--- src/rtl/axi_lite_pkg.sv ---
// Shared definitions for the AXI-Lite initiator: response codes and FSM state encoding.
package axi_lite_pkg;

    localparam logic [1:0] RESP_OKAY   = 2'b00;
    localparam logic [1:0] RESP_SLVERR = 2'b10;

    typedef enum logic [2:0] {
        IDLE    = 3'd0,
        WR_REQ  = 3'd1,
        WR_RESP = 3'd2,
        RD_REQ  = 3'd3,
        RD_RESP = 3'd4,
        RSP     = 3'd5
    } state_t;

endpackage

--- src/rtl/axi_lite_master.sv ---
// AXI-Lite initiator: one local command in, one AXI-Lite transaction out, one response back.
// Every AXI output comes straight from a flop; next values are decoded from the next state
// so VALID/READY change on the clock edge after the event that caused them.
module axi_lite_master
    import axi_lite_pkg::*;
#(
    parameter  int ADDR_WIDTH = 32,
    parameter  int DATA_WIDTH = 32,
    localparam int STRB_WIDTH = DATA_WIDTH / 8
) (
    input  logic                  A_CLK,
    input  logic                  A_RESET_n,
    // local command port
    input  logic                  cmd_valid,
    output logic                  cmd_ready,
    input  logic                  cmd_write,
    input  logic [ADDR_WIDTH-1:0] cmd_addr,
    input  logic [DATA_WIDTH-1:0] cmd_wdata,
    input  logic [STRB_WIDTH-1:0] cmd_wstrb,
    // local response port
    output logic                  rsp_valid,
    input  logic                  rsp_ready,
    output logic                  rsp_write,
    output logic [DATA_WIDTH-1:0] rsp_rdata,
    output logic [1:0]            rsp_resp,
    // AXI-Lite write address / data / response
    output logic [ADDR_WIDTH-1:0] AW_ADDR,
    output logic                  AW_VALID,
    input  logic                  AW_READY,
    output logic [DATA_WIDTH-1:0] W_DATA,
    output logic [STRB_WIDTH-1:0] W_STRB,
    output logic                  W_VALID,
    input  logic                  W_READY,
    input  logic [1:0]            B_RESP,
    input  logic                  B_VALID,
    output logic                  B_READY,
    // AXI-Lite read address / data
    output logic [ADDR_WIDTH-1:0] AR_ADDR,
    output logic                  AR_VALID,
    input  logic                  AR_READY,
    input  logic [DATA_WIDTH-1:0] R_DATA,
    input  logic [1:0]            R_RESP,
    input  logic                  R_VALID,
    output logic                  R_READY
);

    // Word-align every outgoing address.
    localparam logic [ADDR_WIDTH-1:0] WORD_MASK = ~ADDR_WIDTH'(3);

    state_t                state_reg, state_next;
    logic                  aw_done_reg, aw_done_next;
    logic                  w_done_reg, w_done_next;
    logic                  cmd_ready_reg, cmd_ready_next;
    logic                  aw_valid_reg, aw_valid_next;
    logic                  w_valid_reg, w_valid_next;
    logic                  b_ready_reg, b_ready_next;
    logic                  ar_valid_reg, ar_valid_next;
    logic                  r_ready_reg, r_ready_next;
    logic                  rsp_valid_reg, rsp_valid_next;

    logic [ADDR_WIDTH-1:0] aw_addr_reg, ar_addr_reg;
    logic [DATA_WIDTH-1:0] w_data_reg;
    logic [STRB_WIDTH-1:0] w_strb_reg;
    logic                  rsp_write_reg;
    logic [DATA_WIDTH-1:0] rsp_rdata_reg;
    logic [1:0]            rsp_resp_reg;

    logic cmd_accept, aw_hs, w_hs, b_hs, ar_hs, r_hs, rsp_hs;

    assign cmd_accept = cmd_valid && cmd_ready_reg;
    assign aw_hs      = aw_valid_reg && AW_READY;
    assign w_hs       = w_valid_reg && W_READY;
    assign b_hs       = b_ready_reg && B_VALID;
    assign ar_hs      = ar_valid_reg && AR_READY;
    assign r_hs       = r_ready_reg && R_VALID;
    assign rsp_hs     = rsp_valid_reg && rsp_ready;

    // Next-state, handshake tracking and decoded next values of all VALID/READY flops.
    always_comb begin
        state_next   = state_reg;
        aw_done_next = aw_done_reg;
        w_done_next  = w_done_reg;
        case (state_reg)
            IDLE: begin
                if (cmd_accept) begin
                    aw_done_next = 1'b0;
                    w_done_next  = 1'b0;
                    state_next   = cmd_write ? WR_REQ : RD_REQ;
                end
            end
            WR_REQ: begin
                if (aw_hs) aw_done_next = 1'b1;
                if (w_hs)  w_done_next  = 1'b1;
                if (aw_done_next && w_done_next) state_next = WR_RESP;
            end
            WR_RESP: if (b_hs)   state_next = RSP;
            RD_REQ:  if (ar_hs)  state_next = RD_RESP;
            RD_RESP: if (r_hs)   state_next = RSP;
            RSP:     if (rsp_hs) state_next = IDLE;
            default: state_next = IDLE;
        endcase

        cmd_ready_next = (state_next == IDLE);
        aw_valid_next  = (state_next == WR_REQ) && !aw_done_next;
        w_valid_next   = (state_next == WR_REQ) && !w_done_next;
        b_ready_next   = (state_next == WR_RESP);
        ar_valid_next  = (state_next == RD_REQ);
        r_ready_next   = (state_next == RD_RESP);
        rsp_valid_next = (state_next == RSP);
    end

    // Control flops: state, handshake flags and all registered VALID/READY outputs.
    always_ff @(posedge A_CLK or negedge A_RESET_n) begin
        if (!A_RESET_n) begin
            state_reg     <= IDLE;
            aw_done_reg   <= 1'b0;
            w_done_reg    <= 1'b0;
            cmd_ready_reg <= 1'b1;
            aw_valid_reg  <= 1'b0;
            w_valid_reg   <= 1'b0;
            b_ready_reg   <= 1'b0;
            ar_valid_reg  <= 1'b0;
            r_ready_reg   <= 1'b0;
            rsp_valid_reg <= 1'b0;
        end else begin
            state_reg     <= state_next;
            aw_done_reg   <= aw_done_next;
            w_done_reg    <= w_done_next;
            cmd_ready_reg <= cmd_ready_next;
            aw_valid_reg  <= aw_valid_next;
            w_valid_reg   <= w_valid_next;
            b_ready_reg   <= b_ready_next;
            ar_valid_reg  <= ar_valid_next;
            r_ready_reg   <= r_ready_next;
            rsp_valid_reg <= rsp_valid_next;
        end
    end

    // Datapath: latch the command on acceptance and hold the response until it is consumed.
    always_ff @(posedge A_CLK or negedge A_RESET_n) begin
        if (!A_RESET_n) begin
            aw_addr_reg   <= '0;
            ar_addr_reg   <= '0;
            w_data_reg    <= '0;
            w_strb_reg    <= '0;
            rsp_write_reg <= 1'b0;
            rsp_rdata_reg <= '0;
            rsp_resp_reg  <= RESP_OKAY;
        end else begin
            if (cmd_accept) begin
                if (cmd_write) begin
                    aw_addr_reg <= cmd_addr & WORD_MASK;
                    w_data_reg  <= cmd_wdata;
                    w_strb_reg  <= cmd_wstrb;
                end else begin
                    ar_addr_reg <= cmd_addr & WORD_MASK;
                end
            end
            if (b_hs) begin
                rsp_write_reg <= 1'b1;
                rsp_rdata_reg <= '0;
                rsp_resp_reg  <= B_RESP;
            end else if (r_hs) begin
                rsp_write_reg <= 1'b0;
                rsp_rdata_reg <= R_DATA;
                rsp_resp_reg  <= R_RESP;
            end
        end
    end

    assign cmd_ready = cmd_ready_reg;
    assign rsp_valid = rsp_valid_reg;
    assign rsp_write = rsp_write_reg;
    assign rsp_rdata = rsp_rdata_reg;
    assign rsp_resp  = rsp_resp_reg;
    assign AW_ADDR   = aw_addr_reg;
    assign AW_VALID  = aw_valid_reg;
    assign W_DATA    = w_data_reg;
    assign W_STRB    = w_strb_reg;
    assign W_VALID   = w_valid_reg;
    assign B_READY   = b_ready_reg;
    assign AR_ADDR   = ar_addr_reg;
    assign AR_VALID  = ar_valid_reg;
    assign R_READY   = r_ready_reg;

endmodule

--- config.mk ---
export PLATFORM = sky130hd
export DESIGN_NAME = axi_lite_master
export DESIGN_NICKNAME = d
export VERILOG_FILES = /design/src/rtl/axi_lite_pkg.sv /design/src/rtl/axi_lite_master.sv
export SDC_FILE = /design/constraint.sdc
export NUM_CORES = 1
export LEC_CHECK = 0
export ABC_AREA = 1
export BUFFER_PORTS_ARGS = -buffer_cell sky130_fd_sc_hd__buf_2
export CAP_MARGIN = 20
export CORE_UTILIZATION = 40
export DETAILED_ROUTE_END_ITERATION = 6
export PLACE_DENSITY = 0.73
export SYNTH_ARGS = -nofsm -noshare
export SYNTH_HDL_FRONTEND = slang
export SYNTH_SLANG_ARGS = --single-unit
export TNS_END_PERCENT = 1
--- constraint.sdc ---
create_clock -name A_CLK -period 1.25 [get_ports A_CLK]
set_input_delay 0.375 -clock A_CLK [delete_from_list [all_inputs] [get_ports A_CLK]]
set_output_delay 0.375 -clock A_CLK [all_outputs]
set_load 0.05 [all_outputs]
==> key figures, run 1 <==
Die
  – Die area: 14600 µm²
  – Die height: 121 µm
  – Core box area: 13800 µm²
  – IO Pins: 256
  – FP Rows: 43
  – Die width: 121 µm
  – Initial core utilization: 0.408

Worst setup path
  – FF-to-FF setup slack: -0.24 ns
  – CP required: 0.88 ns
  – Startpoint Class: flop
  – CP Capture Type: output port
  – Crit path from: cmd_ready$_DFF_PN1_
  – Critical setup path kind: reg2out
  – Reg-to-reg startpoint: cmd_ready$_DFF_PN1_
  – Setup crit end: cmd_ready
  – Worst R2R Path Depth: 10
  – Worst flop-to-flop path endpoint: W_VALID$_DFF_PN0_
  – Crit path arrival time: 1.17 ns
  – CP Max Fanout: 2

Final layout
  – Antenna Cells: 0
  – Most common cell after layout, fill and taps aside: buf_6
  – Layout cell share with drive strength beyond 1: 0.466
  – Most frequent cells in the layout: buf_6, dfrtp_1, nand2_1, buf_2, nand3_1
  – Final net count: 926
  – Syn-to-layout area delta: 57.2%

Yosys
  – Synth Register Bits: 143
  – Warnings from Yosys: 0
  – Synthesized instance count: 539
  – Sequential-to-total area share from yosys stat: 0.634
  – Mapped cell area: 5640 µm²
  – Unique masters post-synth: 24
  – Syn_area_per_cell: 10.5 µm²

Route
  – Detail Route met3 WL: 1220 µm
  – Routed Antenna Nets: 0
  – Pre-Repair DR Iteration Count: 4
  – Drt total wl: 15100 µm
  – DR WL/cell: 15.1 µm
  – DRT iter0 DRCs: 161
  – WL met1: 6040 µm
  – DRC: 0
  – WL met2: 7520 µm
  – Vias per cell: 4.78
  – Detailed-route via count: 4784
  – DR top layer: met4

Power and ir drop
  – P_leak: 4.66 nW
  – VDD IR-drop max: 2100 µV
  – PwrDens: 3250 nW/µm²

Timing
  – Final hold slack: 0.191 ns
  – Endpoints failing setup: 237
  – Period utilization: 1.24
  – Slew Viols, Final: 0
  – Post-layout min period: 1.55 ns
  – Unrepaired setup endpoints after global routing: true
  – Setup ws final: -0.300 ns
  – Max Freq: 645 MHz
  – Clk_skew: 0.00700 ns
  – Setup TNS: -23.18 ns
  – Final hold vios: 0

Clock network
  – CTS tree: done
  – Root Driver: clkbuf_16
  – Sink Count: 143
  – Clk pin slew, worst setup/hold paths: 0.06 ns
  – CTS Buf Count: 17
  – Clock Latency Late Sink: 0.41 ns
  – Number of H-tree branching levels: 4
  – CTS max path bufs: 2

Flow run
  – Number of max-cap violations: 0

Place
  – IO buf count: 249
  – Placer Congestion: 0.782
  – Worst slack, placed: -0.177 ns
  – HPWL Detailed: 10100 µm

GRT
  – Vias in the first global route: 4779
  – Largest net degree at the start of global routing: 37
  – Total grt overflow: 0
  – Global-route wire length before repair: 23800 µm
  – Total track usage: 0.214
  – Initial antenna violation count: 0

Run status
  – Failing checks: setup timing
  – Status: complete, but fails checks

Hold path
  – Hold-critical path depth: 3
  – HP Class: in2reg
==> what timing repair did <==
item	in CTS	in global routing
hold buffers	1	0
buffers inserted	1	1
resized for setup	308	18
endpoints found under the setup margin	221	246
pin swaps	2	2
hold endpoints to repair	23	0
==> critical path, stage by stage (launching register included) <==
cell and delay (ns):
dfstp_2 0.53, buf_6 0.10, buf_8 0.13
==> cells by family (layout without fill, tap and decap cells) <==
kind of cell / after synthesis / in the layout / synth area share
simple gates: 218 / 218 / 0.174
flops: 143 / 143 / 0.634
buf+inv: 76 / 354 / 0.0614
compound gates: 65 / 65 / 0.0576
mux: 36 / 36 / 0.0718
other cells: 1 / 4 / 0.000664
==> layer usage <==
metal  global-route usage  up-vias
li1                     -     2298
met1                0.241     2257
met2                0.370      205
met3               0.0759       24
met4               0.0833        0
met5                    0        -
==> where the power goes <==
part | internal, mW | switching (mW)
logic | 5.63 | 10.1
registers | 6.68 | 1.60
clock network | 3.07 | 1.81
total | 15.4 | 13.5
==> worst min-delay path by stage <==
stage / start / endpoint / slack [ns]
2_1_floorplan: A_RESET_n / AR_ADDR[10]$_DFFE_PN0P_ / 0.08
3_3_place_gp: A_RESET_n / rsp_rdata[15]$_DFFE_PN0P_ / 0.30
3_5_place_dp: A_RESET_n / rsp_rdata[15]$_DFFE_PN0P_ / 0.29
4_1_cts: B_RESP[0] / rsp_resp[0]$_DFFE_PN0P_ / 0.17
5_1_grt: cmd_wdata[4] / W_DATA[4]$_DFFE_PN0P_ / 0.17
6_report: R_DATA[15] / rsp_rdata[15]$_DFFE_PN0P_ / 0.19
==> cells in the mapped netlist (all sizes together) <==
cell type  instances  area share
dfrtp            142        0.63
nand2            124       0.086
nor2              14       0.014
nand4              2      0.0022
conb               1     0.00066
clkbuf            16       0.011
buf               18       0.023
dfstp              1      0.0047
mux2              36       0.072
a21oi              4      0.0035
inv               42       0.028
o21ai             61       0.054
nor3               1     0.00089
nand3             77       0.072
==> per-stage QoR <==
| step | cells | area (µm²) | power [mW] | utilization |
|---|---|---|---|---|
| 2_1_floorplan | 542 | 5680 | 17.4 | - |
| 3_3_place_gp | 970 | 7340 | 20.5 | 0.531 |
| 3_5_place_dp | 970 | 7340 | 20.8 | 0.531 |
| 4_1_cts | 999 | 8840 | 28.7 | 0.639 |
| 5_1_grt | 1000 | 8870 | 30.2 | 0.642 |
| 6_report | 1000 | 8870 | 28.9 | 0.642 |
==> cell type report <==
| type | count | area (µm²) |
|---|---|---|
| tap | 180 | 225 |
| clock buffer | 19 | 433 |
| timing repair buffer | 285 | 2560 |
| inverter | 42 | 160 |
| fill | 1076 | 4960 |
| multi-input combinational | 323 | 1790 |
| sequential | 143 | 3580 |
| clock inverter | 8 | 120 |
(Power assumes the default switching activity.)
==> inputs of run 2 (changes only) <==
--- a/config.mk
+++ b/config.mk
@@ -5,12 +5,12 @@
 export SDC_FILE = /design/constraint.sdc
 export NUM_CORES = 1
 export LEC_CHECK = 0
-export ABC_AREA = 1
+export ABC_AREA = 0
 export BUFFER_PORTS_ARGS = -buffer_cell sky130_fd_sc_hd__buf_2
 export CAP_MARGIN = 20
-export CORE_UTILIZATION = 40
+export CORE_UTILIZATION = 42
 export DETAILED_ROUTE_END_ITERATION = 6
-export PLACE_DENSITY = 0.73
+export PLACE_DENSITY = 0.76
 export SYNTH_ARGS = -nofsm -noshare
 export SYNTH_HDL_FRONTEND = slang
 export SYNTH_SLANG_ARGS = --single-unit
==> run 2 against run 1 <==
Effect of this change:
- the run still ends with setup timing left
- design area down 0.82%
- utilization up 5.0 points
- global-route usage up 0.29 points
- critical path depth unchanged
- count of clock-buffer cells in the layout up 4
- die area down 6.4%
- wire length down 1.9%
- synthesized area down 1.8%
- non-clock buffer count down 6
==> key figures, run 2 <==
Run status
  – Status: complete, but fails checks
  – Failing checks: setup timing

Route
  – Drt total wl: 14800 µm (-1.9%)
  – DRC: 0 (unchanged)
  – Routed Antenna Nets: 0 (unchanged)
  – DRT iter0 DRCs: 140 (-13%)
  – Detailed-route via count: 4310 (-9.9%)
  – Pre-Repair DR Iteration Count: 4 (unchanged)
  – Vias per cell: 4.94 (+3.3%)
  – DR WL/cell: 16.9 µm (+13%)

GRT
  – Vias in the first global route: 4469 (-6.5%)
  – Initial antenna violation count: 0 (unchanged)
  – GRT met2 Usage: 0.386 (+0.0158)
  – Total track usage: 0.217 (+0.00292)
  – GR Layer Usage met3: 0.0711 (-0.00488)
  – Global-route wire length before repair: 22100 µm (-7.1%)
  – Largest net degree at the start of global routing: 38 (+2.7%)
  – Total grt overflow: 0 (unchanged)
  – Grt met1 use: 0.238 (-0.00316)
  – Global route hottest layer: met2

Yosys
  – Synthesized instance count: 413 (-23%)
  – Syn_area_per_cell: 13.4 µm² (+28%)
  – Largest cells by area after synthesis: dfrtp_1, mux2_2, nand2_1
  – EDFF count, synth: 0 (unchanged)
  – Commonest cells in the netlist: dfrtp_1, mux2_2, nand2_1, a21oi_1, clkbuf_1
  – Async S/R FF share, synth: 1.00 (unchanged)
  – Warnings from Yosys: 0 (unchanged)
  – Share of the synthesized area in the top cell type: 0.641 (+0.0115)
  – Top-count cell post-synth: dfrtp_1
  – Sequential-to-total area share from yosys stat: 0.646 (+0.0116)
  – Unique masters post-synth: 37 (+54%)
  – Mapped cell area: 5540 µm² (-1.8%)
  – Synth Register Bits: 143 (unchanged)
  – Prevailing post-synth register cell: dfrtp_1
  – Synth area leader: dfrtp_1

Worst setup path
  – Reg-to-reg startpoint: cmd_ready$_DFF_PN1_
  – Slowest CP cell: dfstp_2
  – CP Capture Type: output port
  – Max incr delay on CP: 0.56 ns (+0.03 ns)
  – CP required: 0.88 ns (about the same)
  – CP Max Fanout: 4 (+2)
  – Worst path buffer plus inverter count: 2 (unchanged)
  – Top cell family by delay on the critical path: flip-flops
  – Worst-path cell chain: buf_6, buf_8
  – Startpoint Class: flop
  – Crit path arrival time: 1.20 ns (+0.03 ns)
  – Critical setup path kind: reg2out
  – Crit path from: cmd_ready$_DFF_PN1_

Final layout
  – Non-Filler Instances: 872 (-13%)
  – Antenna Cells: 0 (unchanged)
  – Layout cell share with drive strength beyond 1: 0.624 (+0.158)
  – Syn-to-layout area delta: 58.7%
  – Final net count: 801 (-13%)
  – Most frequent cells in the layout: dfrtp_1, buf_6, buf_2, mux2_2, nand2_1

Timing
  – Unrepaired setup endpoints after global routing: true
  – Slew Viols, Final: 0 (unchanged)
  – Final hold vios: 0 (unchanged)
  – Period utilization: 1.26 (+0.0213)
  – Endpoints failing setup: 245 (+3.4%)
  – Clk_skew: 0.00567 ns (-0.00132 ns)
  – Setup ws final: -0.326 ns (-0.0266 ns)
  – Max Freq: 634 MHz (-1.7%)
  – Post-layout min period: 1.58 ns (+0.0266 ns)

Die
  – Die width: 117 µm (-3.2%)
  – Die area: 13700 µm² (-6.4%)
  – FP Rows: 41 (-4.7%)
  – Die height: 117 µm (-3.2%)
  – IO Pins: 256 (unchanged)
  – Core box area: 12700 µm² (-8.0%)
  – Initial core utilization: 0.436 (+0.0275)

Clock network
  – Root Driver: clkbuf_16
  – Clk pin slew, worst setup/hold paths: 0.05 ns (about the same)
  – Number of H-tree branching levels: 4 (unchanged)
  – CTS Buf Count: 17 (unchanged)
  – CTS max path bufs: 2 (unchanged)
  – CTS tree: done
  – Sink Count: 143 (unchanged)
  – Clock Latency Late Sink: 0.41 ns (about the same)

Place
  – HPWL Detailed: 9650 µm (-4.4%)
  – IO buf count: 249 (unchanged)
  – Placed cell count: 838 (-14%)
  – Placer Congestion: 0.775 (-0.93%)

Flow run
  – Number of max-cap violations: 0 (unchanged)

Hold path
  – Hold_sp: B_RESP[1]
  – HP Class: in2reg
==> run 2: final cells by class <==
type | count | area (µm²)
clock buffer | 23 | 478
clock inverter | 9 | 85.1
fill | 856 | 3920
inverter | 3 | 13.8
multi-input combinational | 243 | 1940
sequential | 143 | 3580
tap | 172 | 215
timing repair buffer | 279 | 2490
==> run 2: path summary, 6_finish.rpt <==
| path | end | slack [ns] | depth (start not counted) |
|---|---|---|---|
| setup / recovery | cmd_ready | -0.33 | 2 |
| hold / removal | rsp_resp[1]$_DFFE_PN0P_ | 0.18 | 3 |
| max in group asynchronous | AR_ADDR[19]$_DFFE_PN0P_ | 0.31 | 3 |
| setup reg to reg | AR_VALID$_DFF_PN0_ | -0.26 | 4 |
| hold reg to reg | rsp_write$_DFFE_PN0P_ | 0.51 | 1 |
| min in group asynchronous | W_DATA[2]$_DFFE_PN0P_ | 0.45 | 2 |
==> run 2: cells by family (layout without fill, tap and decap cells) <==
| group | Yosys count | in the layout | synth area share |
|---|---|---|---|
| AND/OR/NAND/NOR | 92 | 92 | 0.0765 |
| multiplexers | 99 | 99 | 0.200 |
| AO/OA/AOI/OAI | 48 | 48 | 0.0485 |
| other | 1 | 4 | 0.000677 |
| buffers and inverters | 30 | 314 | 0.0280 |
| flip-flops | 143 | 143 | 0.646 |
==> run 2: metrics by stage <==
| stage | setup WS, ns | hold WS (ns) | utilization | cell area, µm² | setup TNS (ns) |
|---|---|---|---|---|---|
| floorplan | -0.339 | 0.0794 | - | 5570 | -38.33 |
| global placement | -0.213 | 0.291 | 0.568 | 7230 | -16.70 |
| finish | -0.326 | 0.183 | 0.692 | 8800 | -27.57 |
| global route | -0.366 | 0.168 | 0.692 | 8800 | -37.30 |
| detailed placement | -0.270 | 0.292 | 0.568 | 7230 | -18.48 |
| CTS | -0.355 | 0.161 | 0.685 | 8720 | -31.62 |
==> run 2: worst register-to-register path, cell delays in order, from the launching register on <==
cell      delay, ns
dfstp_2        0.56
nor4bb_1       0.26
a311oi_1       0.12
or3_4          0.39
nor2_1         0.11
==> run 2: per-layer routing <==
layer	part of all wire	wire (µm)
met1	0.37	5460
met2	0.53	7810
met3	0.080	1180
met4	0.022	329
met5	0	0
==> run 2: timing repair <==
item,in CTS,in global routing
pin swaps,8,6
gates resized for setup,292,23
hold endpoints to repair,25,0
setup endpoints to repair,246,280
setup buffers,1,0
hold buffers,1,0
Power of run 2 is left out: the tool's default activity adds up to more than one toggle a clock period on the data nets, which glitch-free logic cannot reach.
